$ cat src/rtl/rtc_init_pkg.sv
// Shared definitions for the RTC initialisation sequencer: write table,
// entry layout and FSM state encoding.
package rtc_init_pkg;

    localparam int NUM_INIT_WRITES = 4;
    localparam int IDX_W           = $clog2(NUM_INIT_WRITES);

    typedef struct packed {
        logic [7:0] addr;
        logic [7:0] data;
    } wr_entry_t;

    // Entry 0 sits in the least significant slot: init bit set, init bit clear,
    // 24 h mode / control, transfer command.
    localparam logic [NUM_INIT_WRITES-1:0][15:0] INIT_TABLE = {
        16'hF1_00,
        16'h10_D2,
        16'h02_00,
        16'h02_10
    };

    typedef logic [2:0] state_t;

    localparam state_t ST_IDLE      = 3'd0;
    localparam state_t ST_SETTLE    = 3'd1;
    localparam state_t ST_ISSUE     = 3'd2;
    localparam state_t ST_WAIT_DONE = 3'd3;
    localparam state_t ST_DONE      = 3'd4;
    localparam state_t ST_ERROR     = 3'd5;

endpackage

$ cat src/rtl/rtc_init_sequencer_rom.sv
// Combinational index -> {addr, data} lookup into the init write table.
module rtc_init_rom
    import rtc_init_pkg::*;
(
    input  logic [IDX_W-1:0] index,
    output logic [7:0]       addr,
    output logic [7:0]       data
);

    wr_entry_t entry_s;

    // Index is full-range for the table, so every code selects a valid entry
    always_comb begin
        entry_s = wr_entry_t'(INIT_TABLE[index]);
    end

    assign addr = entry_s.addr;
    assign data = entry_s.data;

endmodule

$ cat src/rtl/rtc_init_sequencer.sv
// RTC initialisation sequencer: settle delay, then a fixed list of register
// writes through the bus write driver with timeout/retry, then finint.
module rtc_init_sequencer
    import rtc_init_pkg::*;
#(
    parameter int WAIT_CYCLES    = 100,
    parameter int TIMEOUT_CYCLES = 1023,
    parameter int MAX_RETRY      = 3
) (
    input  logic       CLK,
    input  logic       reset,
    input  logic       iniciar,
    input  logic       wr_done,
    output logic       wr_req,
    output logic [7:0] wr_addr,
    output logic [7:0] wr_data,
    output logic       finint,
    output logic       init_err
);

    localparam int WAIT_W = $clog2(WAIT_CYCLES + 1);
    localparam int TMO_W  = $clog2(TIMEOUT_CYCLES + 1);
    localparam int RTY_W  = (MAX_RETRY > 0) ? $clog2(MAX_RETRY + 1) : 1;

    localparam logic [WAIT_W-1:0] WAIT_LAST = WAIT_W'(WAIT_CYCLES - 1);
    localparam logic [TMO_W-1:0]  TMO_LAST  = TMO_W'(TIMEOUT_CYCLES - 1);
    localparam logic [TMO_W-1:0]  TMO_MAX   = TMO_W'(TIMEOUT_CYCLES);
    localparam logic [RTY_W-1:0]  RTY_MAX   = RTY_W'(MAX_RETRY);
    localparam logic [IDX_W-1:0]  IDX_LAST  = IDX_W'(NUM_INIT_WRITES - 1);

    state_t            state_r;
    state_t            state_nxt_s;
    logic [WAIT_W-1:0] wait_cnt_r;
    logic [WAIT_W-1:0] wait_cnt_nxt_s;
    logic [TMO_W-1:0]  tmo_cnt_r;
    logic [TMO_W-1:0]  tmo_cnt_nxt_s;
    logic [RTY_W-1:0]  retry_r;
    logic [RTY_W-1:0]  retry_nxt_s;
    logic [IDX_W-1:0]  idx_r;
    logic [IDX_W-1:0]  idx_nxt_s;

    logic              wait_end_s;
    logic              timeout_s;
    logic [7:0]        rom_addr_s;
    logic [7:0]        rom_data_s;

    logic              wr_req_r;
    logic              wr_req_nxt_s;
    logic [7:0]        wr_addr_r;
    logic [7:0]        wr_data_r;
    logic              finint_r;
    logic              finint_nxt_s;
    logic              init_err_r;
    logic              init_err_nxt_s;

    assign wait_end_s = (wait_cnt_r == WAIT_LAST);
    assign timeout_s  = (tmo_cnt_r == TMO_LAST);

    // The table is addressed by the index that will be current in ISSUE
    rtc_init_rom u_rom (
        .index (idx_nxt_s),
        .addr  (rom_addr_s),
        .data  (rom_data_s)
    );

    // State register
    always_ff @(posedge CLK or negedge reset) begin
        if (!reset) begin
            state_r <= ST_IDLE;
        end else begin
            state_r <= state_nxt_s;
        end
    end

    // Next-state logic; an outstanding write is always allowed to finish before aborting
    always_comb begin
        state_nxt_s = state_r;
        case (state_r)
            ST_IDLE: begin
                if (iniciar) begin
                    state_nxt_s = ST_SETTLE;
                end else begin
                    state_nxt_s = ST_IDLE;
                end
            end
            ST_SETTLE: begin
                if (!iniciar) begin
                    state_nxt_s = ST_IDLE;
                end else if (wait_end_s) begin
                    state_nxt_s = ST_ISSUE;
                end else begin
                    state_nxt_s = ST_SETTLE;
                end
            end
            ST_ISSUE: begin
                if (!iniciar) begin
                    state_nxt_s = ST_IDLE;
                end else begin
                    state_nxt_s = ST_WAIT_DONE;
                end
            end
            ST_WAIT_DONE: begin
                if (wr_done) begin
                    if (!iniciar) begin
                        state_nxt_s = ST_IDLE;
                    end else if (idx_r == IDX_LAST) begin
                        state_nxt_s = ST_DONE;
                    end else begin
                        state_nxt_s = ST_ISSUE;
                    end
                end else if (timeout_s) begin
                    if (!iniciar) begin
                        state_nxt_s = ST_IDLE;
                    end else if (retry_r == RTY_MAX) begin
                        state_nxt_s = ST_ERROR;
                    end else begin
                        state_nxt_s = ST_ISSUE;
                    end
                end else begin
                    state_nxt_s = ST_WAIT_DONE;
                end
            end
            ST_DONE, ST_ERROR: begin
                if (!iniciar) begin
                    state_nxt_s = ST_IDLE;
                end else begin
                    state_nxt_s = state_r;
                end
            end
            default: begin
                state_nxt_s = ST_IDLE;
            end
        endcase
    end

    // Saturating counters and write index
    always_comb begin
        wait_cnt_nxt_s = wait_cnt_r;
        tmo_cnt_nxt_s  = tmo_cnt_r;
        retry_nxt_s    = retry_r;
        idx_nxt_s      = idx_r;
        case (state_r)
            ST_IDLE: begin
                if (iniciar) begin
                    wait_cnt_nxt_s = WAIT_W'(0);
                    retry_nxt_s    = RTY_W'(0);
                    idx_nxt_s      = IDX_W'(0);
                end else begin
                    idx_nxt_s      = idx_r;
                end
            end
            ST_SETTLE: begin
                if (!wait_end_s) begin
                    wait_cnt_nxt_s = wait_cnt_r + WAIT_W'(1);
                end else begin
                    wait_cnt_nxt_s = wait_cnt_r;
                end
            end
            ST_ISSUE: begin
                tmo_cnt_nxt_s = TMO_W'(0);
            end
            ST_WAIT_DONE: begin
                if (tmo_cnt_r != TMO_MAX) begin
                    tmo_cnt_nxt_s = tmo_cnt_r + TMO_W'(1);
                end else begin
                    tmo_cnt_nxt_s = tmo_cnt_r;
                end
                if ((state_nxt_s == ST_ISSUE) && wr_done) begin
                    retry_nxt_s = RTY_W'(0);
                    if (idx_r != IDX_LAST) begin
                        idx_nxt_s = idx_r + IDX_W'(1);
                    end else begin
                        idx_nxt_s = idx_r;
                    end
                end else if (state_nxt_s == ST_ISSUE) begin
                    if (retry_r != RTY_MAX) begin
                        retry_nxt_s = retry_r + RTY_W'(1);
                    end else begin
                        retry_nxt_s = retry_r;
                    end
                end else begin
                    retry_nxt_s = retry_r;
                end
            end
            default: begin
                idx_nxt_s = idx_r;
            end
        endcase
    end

    // Output decode: values every output register takes at the next edge
    always_comb begin
        wr_req_nxt_s   = (state_nxt_s == ST_ISSUE);
        finint_nxt_s   = (state_nxt_s == ST_DONE);
        init_err_nxt_s = init_err_r;
        if (state_nxt_s == ST_ERROR) begin
            init_err_nxt_s = 1'b1;
        end else if ((state_r == ST_IDLE) && (state_nxt_s == ST_SETTLE)) begin
            init_err_nxt_s = 1'b0;
        end else begin
            init_err_nxt_s = init_err_r;
        end
    end

    // Counter, index and output registers
    always_ff @(posedge CLK or negedge reset) begin
        if (!reset) begin
            wait_cnt_r <= WAIT_W'(0);
            tmo_cnt_r  <= TMO_W'(0);
            retry_r    <= RTY_W'(0);
            idx_r      <= IDX_W'(0);
            wr_req_r   <= 1'b0;
            wr_addr_r  <= 8'h00;
            wr_data_r  <= 8'h00;
            finint_r   <= 1'b0;
            init_err_r <= 1'b0;
        end else begin
            wait_cnt_r <= wait_cnt_nxt_s;
            tmo_cnt_r  <= tmo_cnt_nxt_s;
            retry_r    <= retry_nxt_s;
            idx_r      <= idx_nxt_s;
            wr_req_r   <= wr_req_nxt_s;
            finint_r   <= finint_nxt_s;
            init_err_r <= init_err_nxt_s;
            if (wr_req_nxt_s) begin
                wr_addr_r <= rom_addr_s;
                wr_data_r <= rom_data_s;
            end else begin
                wr_addr_r <= wr_addr_r;
                wr_data_r <= wr_data_r;
            end
        end
    end

    assign wr_req   = wr_req_r;
    assign wr_addr  = wr_addr_r;
    assign wr_data  = wr_data_r;
    assign finint   = finint_r;
    assign init_err = init_err_r;

endmodule

$ cat config.mk
export PLATFORM = sky130hd
export DESIGN_NAME = rtc_init_sequencer
export DESIGN_NICKNAME = d
export VERILOG_FILES = /design/src/rtl/rtc_init_pkg.sv /design/src/rtl/rtc_init_sequencer_rom.sv /design/src/rtl/rtc_init_sequencer.sv
export SDC_FILE = /design/constraint.sdc
export NUM_CORES = 1
export LEC_CHECK = 0
export CAP_MARGIN = 15
export CORE_UTILIZATION = 45
export CTS_CLUSTER_DIAMETER = 50
export DETAILED_ROUTE_END_ITERATION = 8
export PLACE_DENSITY = 0.74
export SLEW_MARGIN = 0
export SYNTH_ARGS = -nofsm -noshare
export SYNTH_HDL_FRONTEND = slang
export SYNTH_HIERARCHICAL = 1
export SYNTH_SLANG_ARGS = --single-unit
$ cat constraint.sdc
create_clock -name CLK -period 2.65 [get_ports CLK]
set_input_delay 0.53 -clock CLK [delete_from_list [all_inputs] [get_ports CLK]]
set_output_delay 0.53 -clock CLK [all_outputs]
set_load 0.02 [all_outputs]
==> results.toml <==
[global_route]
antenna_found_initial = 0
grt_pass1_wl_mm = 7.12
gr-total-overflow = 0
grt_pass1_vias = 1597
grt_use_total_pct = 17.4
grt_max_degree = 44

[logic_synthesis]
synthCells = 208
synth_compound_area_share_pct = 11.8
synth-xor-area-share_pct = 2.72
synth_seq_cells = 43
synth-edff-count = 0
synthTopCellsByArea = "dfrtp_1 48%, mux2_4 6.0%, buf_4 4.0%"
synthArstFlopShare_pct = 100
syn_avg_cell_area_um2 = 10.8
synthDistinctLibCells = 48
synth_fa_ha_area_share_pct = 2.22
synthMuxAreaShare_pct = 10.9
synth_most_common_cell = "dfrtp_1"
ys_seq_area_share_pct = 47.8
synth.top_cell.area_share_pct = 47.8
synth-simple-area-share_pct = 17.8
synth_top_family_by_area = "simple AND/OR/NAND/NOR gates"
synthFlopType = "dfrtp_1"
ys_top_cells_by_count = "43 x dfrtp_1, 20 x nand2_1, 14 x nor2_1, 12 x buf_4, 11 x o21ai_0"
syn_area_mm2 = 0.00225
yosysWarnings = 6
yosysTopAreaCell = "dfrtp_1"

[cts]
cts_buffer_depth = 2
root_buffer = "clkbuf_8"
cts_buffers = 5
cts_setup_buffers = 0
clk_latency_ns = 0.30
clkSlewWorstSetupHoldPaths_ns = 0.08
cts_sinks = 43
cts_tree = "built"
ctsResizeCount = 0
cts-htree-levels = 2
cts_hold_buf = 0

[routing]
drc = 0
drt-initial-drc-count = 115
totalWireLength_mm = 3.98
routedWlPerCell_um = 13.1
dr.pass1.iters = 4
vias = 1566
vias_per_cell = 5.17
ant_nets = 0

[floorplanning]
initial_utilization_pct = 47.3
rows = 25
die_area_mm2 = 0.00529
die_y_um = 72.7
chipWidth_um = 72.7
core_mm2 = 0.00475
boundaryPins = 23

[sta]
fin_worst_skew_ns = 0.00513
setup_viol = 0
rsz0062_at_grt = "false"
post-route-period-util_pct = 86.5
max_freq_ghz = 0.436
finalCriticalPeriod_ns = 2.29
max_slew.worst_pin.slew_ns = 0.925
layout_setup_ws_ns = 0.359
hold_slack_ns = 0.369
fin_setup_tns_ns = 0
hold_viol_final = 0
relSlewSlack_pct = 38.3
slew_violations = 0

[outcome]
status = "complete, no violations"

[placement]
portBuffers = 22
gp_congestion = 0.853
dp_worst_setup_slack_ns = 0.0557
dp_hpwl_mm = 2.87

[critical_path]
setup.worst_path.start_class = "input pin"
worstPathArrival_ns = 2.48
critPathMaxFanout = 4
critical_path_class = "input pin to flip-flop"
cp_data_required_time_ns = 2.84
endpoint_kind = "flip-flop"

[run]
drv_cap = 0

[power]
p_leak_nw = 1.22
vdd_drop_max_uv = 385
p_per_area_mw_per_mm2 = 509

[min_path]
hold_class = "input pin to asynchronous set/reset pin"

[cells_and_area]
n_antenna_cell = 0
final_layout_size_suffix_gt1_share_pct = 16.9
syn_to_final_growth_pct = 16.1
nNetsFinal = 243
[worst max-delay path: stages]
cell	delay, ns
clkdlybuf4s50_1	0.42
nand2b_1	0.16
a2111oi_2	0.44
nor3b_1	0.14
a22o_1	0.31
and2_1	0.19
mux2_4	0.28
[final timing paths]
check / from / endpoint / slack [ns] / cells past startpoint
min in group CLK: retry_r[0]$_DFFE_PN0P_ / retry_r[0]$_DFFE_PN0P_ / 0.49 / 1
worst max register to register: tmo_cnt_r[4]$_DFFE_PN0P_ / wr_addr[6]$_DFFE_PN0N_ / 0.44 / 6
worst min-delay path: reset / tmo_cnt_r[8]$_DFFE_PN0P_ / 0.37 / 1
worst min register to register: retry_r[0]$_DFFE_PN0P_ / retry_r[0]$_DFFE_PN0P_ / 0.49 / 1
max in group asynchronous: reset / wr_data[3]$_DFFE_PN0N_ / 1.71 / 1
worst max-delay path: wr_done / wr_addr[6]$_DFFE_PN0N_ / 0.36 / 7
[state kept, by name, summed over array words and instances (netlist names)]
register / flops
wait_cnt_r: 7
state_r: 3
tmo_cnt_r: 10
wr_addr: 8
wr_req: 1
init_err: 1
wr_data: 8
idx_r: 2
finint: 1
retry_r: 2
[metal layers]
layer	vias to the layer above	GRT usage (%)	routed length [um]
met5	-	0	0
met4	0	7.84	74
met2	21	29.2	1950
met3	7	3.73	127
li1	776	-	-
met1	762	21.7	1830
[where the power goes]
part	switching, mW	leakage [nW]	internal (mW)
Combinational	0.0799	0.593	0.0802
Clock	0.220	0.0484	0.213
Sequential	0.0414	0.579	0.694
[cell type report]
type | instances | area [um^2]
clock buffer | 7 | 86.3
tap | 67 | 83.8
sequential | 43 | 1080
multi-input combinational | 145 | 1050
inverter | 10 | 37.5
fill | 441 | 2140
clock inverter | 1 | 8.76
timing repair buffer | 30 | 275
[metrics by stage]
step / area [um^2] / std cells / total power [mW] / util, %
2_1_floorplan: 2270 / 213 / 0.836 / -
3_3_place_gp: 2520 / 295 / 0.904 / 53.0
3_5_place_dp: 2520 / 295 / 0.911 / 53.0
4_1_cts: 2610 / 303 / 1.35 / 55.0
5_1_grt: 2610 / 303 / 1.39 / 55.0
6_report: 2610 / 303 / 1.33 / 55.0
[placed cells by master (no fill, tap or decap), types with 2 or more instances in the layout]
cell / instances
conb_1: 6
clkbuf_8: 6
and3_1: 3
nor4bb_1: 2
nand4_1: 8
nand3_1: 5
nand2_1: 20
a21oi_1: 5
mux2_2: 8
a22o_1: 2
o21ai_0: 11
mux2i_1: 2
nor2_1: 14
mux2_4: 9
or3_1: 4
inv_1: 10
nor2b_1: 2
buf_4: 8
a41o_1: 2
xor2_1: 6
a31oi_1: 3
ha_1: 4
a21o_1: 2
nand2b_1: 2
clkdlybuf4s50_1: 21
nor3_1: 2
dfrtp_1: 43
and2_1: 3
nor3b_1: 2
[kinds of logic (layout without fill, tap and decap cells)]
kind of cell	count (synthesis)	count (layout)
AND/OR/NAND/NOR	73	73
other	1	6
AO/OA/AOI/OAI	36	36
flip-flops	43	43
buffers and inverters	25	48
XOR/XNOR	7	7
adder cells (fa/ha/maj)	4	4
multiplexers	19	19
No activity file was read; power rests on OpenSTA's default activity.
